$ cat config.mk
export PLATFORM = sky130hd
export DESIGN_NAME = pipe_ctrl_unit_flat
export DESIGN_NICKNAME = d
export VERILOG_FILES = /design/src/rtl/pipe_ctrl_unit_pkg.sv /design/src/rtl/pipe_ctrl_unit_if.sv /design/src/rtl/pipe_ctrl_unit_stall_prefix_enc.sv /design/src/rtl/pipe_ctrl_unit.sv /design/src/flat_wrapper.sv
export SDC_FILE = /design/constraint.sdc
export NUM_CORES = 1
export LEC_CHECK = 0
export CORE_UTILIZATION = 34
export CTS_CLUSTER_SIZE = 10
export DETAILED_ROUTE_END_ITERATION = 6
export DONT_BUFFER_PORTS = 1
export GPL_ROUTABILITY_DRIVEN = 0
export MAX_ROUTING_LAYER = met4
export PLACE_DENSITY = 0.56
export SLEW_MARGIN = 10
export SYNTH_ARGS = -nofsm -noshare
export SYNTH_HDL_FRONTEND = slang
export SYNTH_SLANG_ARGS = --single-unit
$ cat constraint.sdc
create_clock -name clk -period 2.2 [get_ports clk]
set_input_delay 0.22 -clock clk [delete_from_list [all_inputs] [get_ports clk]]
set_output_delay 0.22 -clock clk [all_outputs]
set_load 0.02 [all_outputs]
$ cat src/rtl/pipe_ctrl_unit_pkg.sv
// Shared constants and types for the pipeline stall/flush controller.
// Exception codes match the mem-stage excepttype encoding.
package pipe_ctrl_unit_pkg;

   localparam logic [31:0] ZERO_WORD = 32'h0000_0000;
   localparam logic [31:0] EXC_INT   = 32'h0000_0001;
   localparam logic [31:0] EXC_SYS   = 32'h0000_0008;
   localparam logic [31:0] EXC_RI    = 32'h0000_000A;
   localparam logic [31:0] EXC_TR    = 32'h0000_000D;
   localparam logic [31:0] EXC_ERET  = 32'h0000_000E;

   localparam logic STOP    = 1'b1;
   localparam logic NO_STOP = 1'b0;

   typedef enum logic {
      S_IDLE  = 1'b0,
      S_FLUSH = 1'b1
   } state_t;

endpackage

$ cat src/rtl/pipe_ctrl_unit_if.sv
// Datapath <-> controller bundle: stall requests and exception info in, stall/flush/redirect out.
// The datapath holds the master modport, the controller the slave modport.
interface pipe_ctrl_unit_if #(
   parameter int NSTAGE = 6,
   parameter int ADDR_W = 32
);
   logic [NSTAGE-1:0] stallreq;
   logic [31:0]       excepttype;
   logic [ADDR_W-1:0] cp0_epc;
   logic              wdog_clr;
   logic [NSTAGE-1:0] stall;
   logic              flush;
   logic [ADDR_W-1:0] new_pc;
   logic              redirect;
   logic [31:0]       stall_cnt;
   logic              wdog;

   modport master (
      output stallreq, excepttype, cp0_epc, wdog_clr,
      input  stall, flush, new_pc, redirect, stall_cnt, wdog
   );

   modport slave (
      input  stallreq, excepttype, cp0_epc, wdog_clr,
      output stall, flush, new_pc, redirect, stall_cnt, wdog
   );
endinterface

$ cat src/rtl/pipe_ctrl_unit_stall_prefix_enc.sv
// Priority-to-thermometer encoder: every bit at or below the highest set request is set.
// Purely combinational, zero latency.
module stall_prefix_enc #(
   parameter int N = 6
) (
   input  logic [N-1:0] req,
   output logic [N-1:0] therm
);
   always_comb begin
      logic acc;
      acc = 1'b0;
      for (int i = N - 1; i >= 0; i--) begin
         acc      = acc | req[i];
         therm[i] = acc;
      end
   end
endmodule

$ cat src/rtl/pipe_ctrl_unit.sv
// Pipeline stall/flush controller: merges stall requests, resolves exception redirects, counts stalls.
// Exception flush/redirect and stall merge are combinational (0 latency); flush persists FLUSH_CYC cycles.
module pipe_ctrl_unit
   import pipe_ctrl_unit_pkg::*;
#(
   parameter int                NSTAGE    = 6,
   parameter int                ADDR_W    = 32,
   parameter int                FLUSH_CYC = 1,
   parameter logic [ADDR_W-1:0] INT_VEC   = 'h20,
   parameter logic [ADDR_W-1:0] EXC_VEC   = 'h40,
   parameter int                WDOG_W    = 16,
   parameter logic [WDOG_W-1:0] WDOG_LIM  = '1
) (
   input logic            clk,
   input logic            rst,
   pipe_ctrl_unit_if.slave bus
);
   localparam int FC_W = (FLUSH_CYC > 2) ? $clog2(FLUSH_CYC) : 1;
   // The wb stage never requests a stall; its request bit is masked off.
   localparam logic [NSTAGE-1:0] REQ_MASK = {1'b0, {(NSTAGE-1){1'b1}}};

   state_t            state, state_nxt;
   logic [FC_W-1:0]   fcnt, fcnt_nxt;
   logic [ADDR_W-1:0] pc_hold, pc_hold_nxt;
   logic [ADDR_W-1:0] exc_pc;
   logic [NSTAGE-1:0] therm;
   logic [NSTAGE-1:0] stall_c;
   logic              flush_c, redir_c;
   logic [ADDR_W-1:0] new_pc_c;
   logic              stall_any;
   logic [31:0]       stall_cnt_q;
   logic [WDOG_W-1:0] wcnt;
   logic              wdog_q;

   stall_prefix_enc #(.N(NSTAGE)) u_enc (
      .req   (bus.stallreq & REQ_MASK),
      .therm (therm)
   );

   always_comb begin
      case (bus.excepttype)
         EXC_INT:                  exc_pc = INT_VEC;
         EXC_SYS, EXC_RI, EXC_TR:  exc_pc = EXC_VEC;
         EXC_ERET:                 exc_pc = bus.cp0_epc;
         default:                  exc_pc = EXC_VEC;
      endcase
   end

   always_comb begin
      state_nxt   = state;
      fcnt_nxt    = fcnt;
      pc_hold_nxt = pc_hold;
      stall_c     = {NSTAGE{NO_STOP}};
      flush_c     = NO_STOP;
      redir_c     = 1'b0;
      new_pc_c    = '0;
      case (state)
         S_IDLE: begin
            if (bus.excepttype != ZERO_WORD) begin
               flush_c  = STOP;
               redir_c  = 1'b1;
               new_pc_c = exc_pc;
               if (FLUSH_CYC > 1) begin
                  state_nxt   = S_FLUSH;
                  fcnt_nxt    = FC_W'(FLUSH_CYC - 2);
                  pc_hold_nxt = exc_pc;
               end
            end else begin
               stall_c = therm;
            end
         end
         S_FLUSH: begin
            flush_c  = STOP;
            new_pc_c = pc_hold;
            if (fcnt == '0) state_nxt = S_IDLE;
            else            fcnt_nxt  = fcnt - FC_W'(1);
         end
         default: state_nxt = S_IDLE;
      endcase
   end

   assign stall_any = |stall_c;

   always_ff @(posedge clk or negedge rst) begin
      if (!rst) begin
         state   <= S_IDLE;
         fcnt    <= '0;
         pc_hold <= '0;
      end else begin
         state   <= state_nxt;
         fcnt    <= fcnt_nxt;
         pc_hold <= pc_hold_nxt;
      end
   end

   always_ff @(posedge clk or negedge rst) begin
      if (!rst)                                       stall_cnt_q <= '0;
      else if (stall_any && (stall_cnt_q != '1))      stall_cnt_q <= stall_cnt_q + 32'd1;
   end

   // Clear beats trip; wcnt parks at the limit so it cannot wrap during a long lock-up.
   always_ff @(posedge clk or negedge rst) begin
      if (!rst) begin
         wcnt   <= '0;
         wdog_q <= 1'b0;
      end else if (bus.wdog_clr) begin
         wcnt   <= '0;
         wdog_q <= 1'b0;
      end else if (stall_any && !flush_c) begin
         if (wcnt != WDOG_LIM)                 wcnt   <= wcnt + WDOG_W'(1);
         if (wcnt >= WDOG_LIM - WDOG_W'(1))    wdog_q <= 1'b1;
      end else begin
         wcnt <= '0;
      end
   end

   assign bus.stall     = rst ? stall_c     : '0;
   assign bus.flush     = rst ? flush_c     : 1'b0;
   assign bus.redirect  = rst ? redir_c     : 1'b0;
   assign bus.new_pc    = rst ? new_pc_c    : '0;
   assign bus.stall_cnt = rst ? stall_cnt_q : '0;
   assign bus.wdog      = rst ? wdog_q      : 1'b0;

endmodule

$ cat src/flat_wrapper.sv
// flat-port wrapper written by rule: the top's interface ports become plain ports
module pipe_ctrl_unit_flat import pipe_ctrl_unit_pkg::*;
#(
   parameter int                NSTAGE    = 6,
   parameter int                ADDR_W    = 32,
   parameter int                FLUSH_CYC = 1,
   parameter logic [ADDR_W-1:0] INT_VEC   = 'h20,
   parameter logic [ADDR_W-1:0] EXC_VEC   = 'h40,
   parameter int                WDOG_W    = 16,
   parameter logic [WDOG_W-1:0] WDOG_LIM  = '1
)
  (clk, rst, bus_stallreq, bus_excepttype, bus_cp0_epc, bus_wdog_clr, bus_stall, bus_flush, bus_new_pc, bus_redirect, bus_stall_cnt, bus_wdog);
  pipe_ctrl_unit_if #(.NSTAGE(NSTAGE), .ADDR_W(ADDR_W)) bus_i ();
  input logic clk;
  input logic rst;
  input wire logic [$bits(bus_i.stallreq)-1:0] bus_stallreq;
  input wire logic [$bits(bus_i.excepttype)-1:0] bus_excepttype;
  input wire logic [$bits(bus_i.cp0_epc)-1:0] bus_cp0_epc;
  input wire logic [$bits(bus_i.wdog_clr)-1:0] bus_wdog_clr;
  output wire logic [$bits(bus_i.stall)-1:0] bus_stall;
  output wire logic [$bits(bus_i.flush)-1:0] bus_flush;
  output wire logic [$bits(bus_i.new_pc)-1:0] bus_new_pc;
  output wire logic [$bits(bus_i.redirect)-1:0] bus_redirect;
  output wire logic [$bits(bus_i.stall_cnt)-1:0] bus_stall_cnt;
  output wire logic [$bits(bus_i.wdog)-1:0] bus_wdog;
  assign bus_i.stallreq = bus_stallreq;
  assign bus_i.excepttype = bus_excepttype;
  assign bus_i.cp0_epc = bus_cp0_epc;
  assign bus_i.wdog_clr = bus_wdog_clr;
  assign bus_stall = bus_i.stall;
  assign bus_flush = bus_i.flush;
  assign bus_new_pc = bus_i.new_pc;
  assign bus_redirect = bus_i.redirect;
  assign bus_stall_cnt = bus_i.stall_cnt;
  assign bus_wdog = bus_i.wdog;
  pipe_ctrl_unit #(.NSTAGE(NSTAGE), .ADDR_W(ADDR_W), .FLUSH_CYC(FLUSH_CYC), .INT_VEC(INT_VEC), .EXC_VEC(EXC_VEC), .WDOG_W(WDOG_W), .WDOG_LIM(WDOG_LIM)) u_core (.clk(clk), .rst(rst), .bus(bus_i));
endmodule
==> results.txt <==
Share of flip-flops with an asynchronous set or reset = 1.00
Setup CP Type = flip-flop to flip-flop
Largest net degree at the start of global routing = 50
Register area share after synthesis = 0.378
CP Capture Point = u_core.stall_cnt_q[5]
Slew Limit Fails = 0
Post-synth EDFFs = 0
Chip height = 99.7 um
Most common flop cell mapped by yosys = dfrtp_1
R2R cell count = 7
Critical Path Start = u_core.stall_cnt_q[1]
Clk_skew = 0.0125 ns
Area of the core = 9240 um^2
GRT Util Overall = 0.166
DRC = 0
Startpoint Class = flip-flop
Lkg Pwr = 1.46 nW
Critical Path AT = 2.25 ns
Row count = 35
Worst skew pair latency = 0.31 ns
Synth cell types = 44
Die Area = 9940 um^2
Power per Cell Area = 470 nW/um^2
WP data required = 2.43 ns
RSZ-0062 raised after global routing = false
Cells after synthesis = 342
Most frequent cells in the layout = 68 x and2_1, 49 x dfrtp_1, 41 x xnor2_1, 30 x nor2_1, 20 x buf_4
Chip Width = 99.7 um
CTS Buf Count = 5
Syn Area/Cell = 9.49 um^2
Fin nets = 432
R2r startpoint = u_core.stall_cnt_q[1]
Tightest Pin Transition = 0.559 ns
Clock slew at reported path FFs = 0.09 ns
Routed length per instance = 16.0 um
Starting Density = 0.351
CP max FO = 25
FF-to-FF End = u_core.stall_cnt_q[5]
Worst VDD drop = 0.284 mV
Final period util = 0.921
Grt ovf = 0
Clock sink count = 49
Min Tclk post-route = 2.03 ns
Max Fclk = 0.494 GHz
First-pass GRT wire length = 12.6 mm
Layout area overhead = 13.0%
Clock Path Buffers = 2
R2R setup slack = 0.17 ns
Max-slew headroom = 0.626
Fill cell count = 922
CTS tree = yes
Share of cells above drive strength 1 = 0.148
Outcome = completed
Setup TNS = 0 ns
Io pins = 146
Most common cell after layout, fill and taps aside = and2_1
Initial antenna violation count = 4
Via Count = 2517
Setup violations, final = 0
CTS Root Cell = clkbuf_8
Hold Slack = 0.329 ns
Max-cap violation count = 0
Vias in the first global route = 2374
Routed Antenna Nets = 0
Hold/Removal Path Class = input pin to flip-flop
H-tree Lvls = 2
First drt pass iteration count = 4
Post-detail-place hpwl = 5.77 mm
Via-to-Cell Ratio = 5.14
Crit. End Element = flip-flop
Iteration-0 DRC Markers = 134
Port bufs = 0
Hold Vio Cnt, Final = 0
Total wire length = 7.85 mm
Net Count, Synth = 418
Syn Std Cell Area = 3240 um^2
Synth warn = 0
Synthesized flop and latch total = 49
-- cells by family after synthesis --
group	count (synthesis)	synth area share
AND/OR/NAND/NOR	201	0.404
AO/OA/AOI/OAI	17	0.0378
XOR/XNOR	43	0.116
other	1	0.00116
multiplexers	4	0.0139
buffers and inverters	24	0.0378
flip-flops	49	0.378
adder cells (fa/ha/maj)	3	0.0116
-- sequential cells by signal (all words and copies together) (netlist names) --
register            count
u_core.stall_cnt_q     32
u_core.wcnt            16
u_core.wdog_q           1
-- power breakdown --
part               switching (W)  internal (W)
registers      0.000000000000374      0.000900
clock network           0.000313      0.000458
logic                  0.0000320     0.0000186
total                   0.000345       0.00138
-- critical path: stages (launching register included) --
cell	delay (ns)
dfrtp_1	0.39
ha_1	0.20
and3_1	0.18
nand4_1	0.22
or3_4	0.45
buf_4	0.24
nand4_1	0.14
xnor2_1	0.12
-- metrics by stage --
step / std cells / cell area (um^2) / total power [W] / util / worst slack (ns)
global placement: 474 / 3460 / 0.000942 / 0.374 / 0.180
detailed placement: 474 / 3460 / 0.000942 / 0.374 / 0.145
finish: 490 / 3660 / 0.00172 / 0.397 / 0.174
global route: 490 / 3660 / 0.00179 / 0.397 / 0.00900
CTS: 485 / 3640 / 0.00175 / 0.394 / 0.129
floorplan: 342 / 3240 / 0.000948 / - / 0.152
-- metal layers --
layer	vias up	wire length, um	GRT usage
met2	82	3260	0.218
met4	0	29	0.0238
met1	1225	4020	0.249
met3	2	535	0.0527
li1	1208	-	-
met5	-	0	-
-- Yosys cell counts (all sizes together) (4+ instances only) --
library cell | instances | area share
and2 | 68 | 0.13
dfrtp | 49 | 0.38
xnor2 | 41 | 0.11
nor2 | 30 | 0.035
nand3 | 29 | 0.062
nand4 | 17 | 0.037
nand2 | 12 | 0.014
nor4 | 12 | 0.053
and3 | 9 | 0.017
clkbuf | 9 | 0.010
inv | 8 | 0.0093
buf | 7 | 0.018
and4 | 6 | 0.016
nor3 | 5 | 0.0077
a21oi | 4 | 0.0062
mux2 | 4 | 0.014
-- final cells by class --
cell class	instances	area, um^2	area share
diodes	4	10.0	0.00273
clock buffers	5	68.8	0.0188
clock inverters	3	68.8	0.0188
inverters	8	30.0	0.00819
multi-input cells	269	1900	0.519
flip-flops and latches	49	1230	0.335
well taps	129	161	0.0440
repair buffers	23	198	0.0539
-- what timing repair did --
item | CTS | global route
endpoints found under the setup margin | 0 | 5
setup buffers | 0 | 1
hold buffers | 3 | 0
gates resized for setup | 0 | 2
hold endpoints to repair | 50 | 0
-- worst min-delay path by stage --
stage	from	to	slack [ns]	cells past startpoint
5_1_grt	bus_excepttype[30]	u_core.stall_cnt_q[27]	0.34	5
6_report	bus_excepttype[30]	u_core.stall_cnt_q[27]	0.33	5
3_5_place_dp	rst	u_core.stall_cnt_q[19]	-0.07	0
2_1_floorplan	rst	u_core.stall_cnt_q[0]	-0.08	0
3_3_place_gp	rst	u_core.stall_cnt_q[20]	-0.07	0
4_1_cts	bus_excepttype[30]	u_core.stall_cnt_q[27]	0.33	5
Note: power is estimated with default switching activity, not from simulation.
